==> src/rtl/mem_port_arbiter.sv <==
// Three-way arbiter for a single memory port: VGA row fetch (priority, burst-limited),
// CPU and DMA (round-robin). One transaction in flight at a time, one Ack per transaction.
module mem_port_arbiter #(
    parameter int READ_LATENCY  = 1,
    parameter int VGA_BURST_MAX = 4
) (
    input  logic        Clock,
    input  logic        Reset,
    input  logic        VGA_Req,
    input  logic [15:0] VGA_Addr,
    output logic        VGA_Ack,
    input  logic        CPU_Req,
    input  logic [15:0] CPU_Addr,
    input  logic        CPU_Write,
    input  logic [15:0] CPU_WData,
    output logic        CPU_Ack,
    input  logic        DMA_Req,
    input  logic [15:0] DMA_Addr,
    input  logic        DMA_Write,
    input  logic [15:0] DMA_WData,
    output logic        DMA_Ack,
    output logic [15:0] RData,
    output logic [15:0] Mem_Addr,
    output logic        Mem_Write,
    output logic [15:0] Mem_WData,
    input  logic [15:0] Mem_Data,
    output logic        Busy
);

    typedef enum logic [1:0] {IDLE, ACCESS, ACK} state_t;
    typedef enum logic [1:0] {OWN_NONE, OWN_VGA, OWN_CPU, OWN_DMA} owner_t;

    localparam logic [3:0] BURST_MAX = 4'(VGA_BURST_MAX);
    localparam logic [2:0] LAT_LAST  = 3'(READ_LATENCY - 1);

    state_t     state;
    owner_t     owner;
    owner_t     win;
    logic       is_write;
    logic [2:0] cnt;
    logic [3:0] vga_run;
    logic       rr_last_dma;
    logic       vga_blocked;

    // VGA yields only once its burst budget is spent and someone else is waiting.
    always_comb begin
        // NOTE: every always_comb output gets a default first so no latch is inferred.
        win         = OWN_NONE;
        vga_blocked = (vga_run == BURST_MAX) && (CPU_Req || DMA_Req);
        if (VGA_Req && !vga_blocked)
            win = OWN_VGA;
        else if (CPU_Req && DMA_Req)
            win = rr_last_dma ? OWN_CPU : OWN_DMA;
        else if (CPU_Req)
            win = OWN_CPU;
        else if (DMA_Req)
            win = OWN_DMA;
    end

    // NOTE: all sequential state uses non-blocking assignments; the async reset is the
    // only way an in-flight transaction is abandoned, and it also drops Mem_Write at once.
    always_ff @(posedge Clock or posedge Reset) begin
        if (Reset) begin
            state       <= IDLE;
            owner       <= OWN_NONE;
            is_write    <= 1'b0;
            cnt         <= '0;
            vga_run     <= '0;
            rr_last_dma <= 1'b1;
            VGA_Ack     <= 1'b0;
            CPU_Ack     <= 1'b0;
            DMA_Ack     <= 1'b0;
            RData       <= '0;
            Mem_Addr    <= '0;
            Mem_Write   <= 1'b0;
            Mem_WData   <= '0;
            Busy        <= 1'b0;
        end else begin
            VGA_Ack   <= 1'b0;
            CPU_Ack   <= 1'b0;
            DMA_Ack   <= 1'b0;
            Mem_Write <= 1'b0;
            unique case (state)
                IDLE: begin
                    Mem_Addr <= '0;
                    if (!VGA_Req)
                        vga_run <= '0;
                    if (win != OWN_NONE) begin
                        owner <= win;
                        cnt   <= '0;
                        state <= ACCESS;
                        Busy  <= 1'b1;
                    end
                    unique case (win)
                        OWN_VGA: begin
                            Mem_Addr  <= VGA_Addr;
                            Mem_WData <= '0;
                            is_write  <= 1'b0;
                            if (vga_run != BURST_MAX)
                                vga_run <= vga_run + 4'd1;
                        end
                        OWN_CPU: begin
                            Mem_Addr    <= CPU_Addr;
                            Mem_WData   <= CPU_WData;
                            Mem_Write   <= CPU_Write;
                            is_write    <= CPU_Write;
                            vga_run     <= '0;
                            rr_last_dma <= 1'b0;
                        end
                        OWN_DMA: begin
                            Mem_Addr    <= DMA_Addr;
                            Mem_WData   <= DMA_WData;
                            Mem_Write   <= DMA_Write;
                            is_write    <= DMA_Write;
                            vga_run     <= '0;
                            rr_last_dma <= 1'b1;
                        end
                        default: ;
                    endcase
                end
                ACCESS: begin
                    if (is_write || cnt == LAT_LAST) begin
                        state <= ACK;
                        if (!is_write)
                            RData <= Mem_Data;
                        unique case (owner)
                            OWN_VGA: VGA_Ack <= 1'b1;
                            OWN_CPU: CPU_Ack <= 1'b1;
                            OWN_DMA: DMA_Ack <= 1'b1;
                            default: ;
                        endcase
                    end else begin
                        cnt <= cnt + 3'd1;
                    end
                end
                ACK: begin
                    state    <= IDLE;
                    Busy     <= 1'b0;
                    Mem_Addr <= '0;
                end
                default: begin
                    state <= IDLE;
                    Busy  <= 1'b0;
                end
            endcase
        end
    end

endmodule

==> config.mk <==
export PLATFORM = sky130hd
export DESIGN_NAME = mem_port_arbiter
export DESIGN_NICKNAME = d
export VERILOG_FILES = /design/src/rtl/mem_port_arbiter.sv
export SDC_FILE = /design/constraint.sdc
export NUM_CORES = 1
export LEC_CHECK = 0
export CELL_PAD_IN_SITES_DETAIL_PLACEMENT = 1
export CELL_PAD_IN_SITES_GLOBAL_PLACEMENT = 2
export CORE_MARGIN = 2
export CORE_UTILIZATION = 21
export DETAILED_ROUTE_END_ITERATION = 12
export GPL_TIMING_DRIVEN = 0
export PLACE_DENSITY = 0.89
export SLEW_MARGIN = 25
export SYNTH_ARGS = -nofsm -noshare
export SYNTH_HDL_FRONTEND = slang
export SYNTH_SLANG_ARGS = --single-unit
==> constraint.sdc <==
create_clock -name Clock -period 2 [get_ports Clock]
set_input_delay 0.3 -clock Clock [delete_from_list [all_inputs] [get_ports Clock]]
set_output_delay 0.3 -clock Clock [all_outputs]
set_load 0.01 [all_outputs]
==> impl_results.md <==
* Peak supply drop at 0.506 mV
* Core area at 14500 sq um
* Die area at 15700 sq um
* Tightest Pin Transition at 0.465 ns
* P_int at 4.76 mW
* GP Congestion at 0.791
* R2r setup slk at 0.10 ns
* DR iter-0 viols at 113
* R2r worst-path depth at 9
* Mapped Cells at 294
* Num CTS Buffers at 9
* Antenna violations before repair at 0
* CTS Sinks at 66
* Maxcap violations at 0
* Nets at 576
* Reg2reg end: Mem_WData[1]
* Vias at 2974
* Largest fanout on the critical path at 10
* DR DRC count at 0
* Switching part of the total power at 32.8%
* Max_slew headroom at 68.9%
* CTS Buffer Depth at 2
* Fin util at 36.6%
* Layout area overhead at 71.6%
* Final worst path period share at 94.8%
* WL final at 10900 um
* Hold slack at 0.258 ns
* Mean post-synth cell area at 10.5 sq um
* Crit path required time at 2.21 ns
* Final Cell Area at 5300 sq um
* Crit start category: flop
* 1st-pass router iterations at 4
* DP Area at 4900 sq um
* Placed insts at 634
* Clock Pin Slew Worst Setup and Hold Paths at 0.06 ns
* Switch Pwr at 2.32 mW
* Clk pwr share at 23.8%
* Final non-filler cell total at 656
* Share of layout cells above drive strength 1 at 13.1%
* Via-per-instance ratio at 4.53
* Largest net degree at the start of global routing at 53
* Worst-Skew Late Latency at 0.33 ns
* LEAKAGE at 2.28 nW
* CTS tree: yes
* CTS HTree Levels at 3
* DP Wirelength at 8200 um
* Synth cell types at 39
* Final setup vio count at 0
* Worst slack at placement at -0.382 ns
* DR WL/cell at 16.5 um
* Max frequency at 528 MHz
* Final hold violations at 0
* Mapped Nets at 401
* Reg-to-reg startpoint: vga_run[0]
* Seq cells post-synth at 66
* Global-route wire length before repair at 17500 um
* Post-layout min period at 1.90 ns
* Register area share after synthesis at 53.5%
* Antenna viol nets, final at 0
* CP endpoint kind: flop
* Min-delay worst type: in2async
* Final Total Pwr at 7.07 mW
* Initial Utilization at 21.3%
* Reg power frac at 31.5%
* Critical path class: reg2reg
* GRT Util Overall at 14.1%
* Overflow after GRT at 0
* Synthesized area at 3090 sq um
* Post-route setup TNS at 0 ns
* Comb pwr share at 44.7%
* WP data arrival at 2.10 ns
* FP Rows at 44
* Yosys warnings at 0
* IO buf count at 155
* # hold bufs at CTS at 0
* Number of global-route vias before repair at 3370
* Chip height at 125 um
* CTS root buffer: clkbuf_16
* Post-route setup slack at 0.105 ns
* DIE WIDTH at 125 um
* Ports at 156
* Pwr dens at 1330 nW/um^2
* Pins Over Slew Limit at 0
* Worst clock skew at 0.00646 ns
* Outcome: finished clean
* Diodes inserted at 0
[synthesized netlist by cell type]
| library cell | n | area share, % |
|---|---|---|
| dfrtp_1 | 65 | 53 |
| a21o_1 | 2 | 0.49 |
| clkbuf_1 | 9 | 1.1 |
| nand4_1 | 2 | 0.40 |
| buf_4 | 1 | 0.24 |
| o21ai_2 | 1 | 0.28 |
| mux2_2 | 16 | 5.8 |
| nor3_2 | 1 | 0.32 |
| and3b_1 | 1 | 0.28 |
| and3_4 | 1 | 0.36 |
| a221o_1 | 15 | 4.9 |
| a32oi_1 | 1 | 0.28 |
| nand3b_1 | 1 | 0.24 |
| xor2_1 | 2 | 0.57 |
| nand2b_1 | 4 | 0.81 |
| ha_1 | 4 | 1.6 |
| o21a_4 | 1 | 0.49 |
| dfstp_2 | 1 | 0.85 |
| nand2_1 | 41 | 5.0 |
| buf_2 | 4 | 0.65 |
| o21ai_1 | 6 | 0.97 |
| o21ai_0 | 30 | 4.9 |
| a21oi_1 | 5 | 0.81 |
| o21a_1 | 1 | 0.24 |
| a211o_1 | 1 | 0.28 |
| buf_6 | 3 | 1.1 |
| nand3_1 | 19 | 3.1 |
| nor2_1 | 7 | 0.85 |
| a31o_2 | 1 | 0.28 |
| and2_1 | 15 | 3.0 |
| nor2b_1 | 1 | 0.20 |
| a21boi_2 | 1 | 0.36 |
| mux2i_1 | 1 | 0.32 |
| inv_1 | 7 | 0.85 |
| and3_1 | 17 | 3.4 |
| a2111oi_4 | 1 | 0.89 |
| o22ai_1 | 2 | 0.40 |
| a21bo_1 | 1 | 0.32 |
| or2_1 | 2 | 0.40 |
[logic make-up after synthesis]
logic type               after synthesis  synth area share [%]
buffers and inverters                 24                  3.93
XOR/XNOR                               2                 0.567
AO/OA/AOI/OAI                         69                  15.8
flip-flops                            66                  53.5
AND/OR/NAND/NOR                      112                  18.4
adder cells (fa/ha/maj)                4                  1.62
multiplexers                          17                  6.15
[placed cells by master (no fill, tap or decap), drive strengths merged, types with 4 or more instances in the layout]
cell type / netlist / final
o21ai: 37 / 37
buf: 8 / 17
nand2: 41 / 41
a221o: 15 / 15
and2: 15 / 15
ha: 4 / 4
mux2: 16 / 16
clkbuf: 9 / 20
clkdlybuf4s50: 0 / 153
inv: 7 / 7
a21oi: 5 / 5
dfrtp: 65 / 65
nor2: 7 / 7
and3: 18 / 18
nand3: 19 / 19
nand2b: 4 / 4
[sequential cells by signal, summed over array words and instances, names as in the netlist]
register and flops:
Busy 1, CPU_Ack 1, DMA_Ack 1, Mem_Addr 16, Mem_WData 16, Mem_Write 1
RData 16, VGA_Ack 1, cnt 3, is_write 1, owner 2, rr_last_dma 1
state 2, vga_run 4
[power groups by stage]
stage | Combinational, mW | Clock (mW) | Sequential (mW)
detailed placement | 3.07 | 0 | 2.25
CTS | 3.13 | 1.73 | 2.24
floorplan | 1.29 | 0 | 2.40
finish | 3.16 | 1.69 | 2.23
global placement | 2.96 | 0 | 2.20
global route | 3.45 | 1.78 | 2.31
[repair_timing]
item                       in CTS  in global routing
setup endpoints to repair      46                 28
setup buffers                   3                  5
gates resized for setup         7                  7
pin swaps                       2                  1
[critical path: stages (launching register included)]
cell and delay [ns]:
dfrtp_1 0.37, inv_1 0.08, ha_1 0.22, nand3b_1 0.10, buf_6 0.15, o21ai_4 0.08, and3_4 0.19, buf_6 0.13
buf_6 0.14, a221o_1 0.30
[worst max-delay path by stage]
stage | cells after the start | from | slack [ns] | end
6_report | 9 | vga_run[0] | 0.10 | Mem_WData[1]
5_1_grt | 5 | state[0] | -0.02 | RData[6]
2_1_floorplan | 1 | Reset | 0.05 | Busy
3_3_place_gp | 2 | Reset | -1.15 | Mem_Addr[10]
3_5_place_dp | 7 | DMA_Req | -0.38 | Mem_WData[1]
4_1_cts | 5 | state[1] | 0.03 | Mem_Addr[6]
[layer usage]
| layer | vias up | track usage [%] | part of all wire (%) | routed length (um) |
|---|---|---|---|---|
| met5 | - | 0 | 0 | 0 |
| met4 | 0 | 5.36 | 2.1 | 232 |
| met3 | 16 | 4.11 | 6.3 | 679 |
| met2 | 107 | 24.2 | 49 | 5280 |
| met1 | 1462 | 16.8 | 43 | 4670 |
| li1 | 1389 | - | - | - |
[layout make-up]
cell class,count,area [sq um]
plain buffers,17,103
clock inverters,3,65.1
multi-input cells,204,1330
fillers,1614,9180
inverters,7,28.8
clock buffers,11,243
well taps,184,230
repair buffers,164,1650
flip-flops and latches,66,1650
Power figures use the tool's default switching activity.
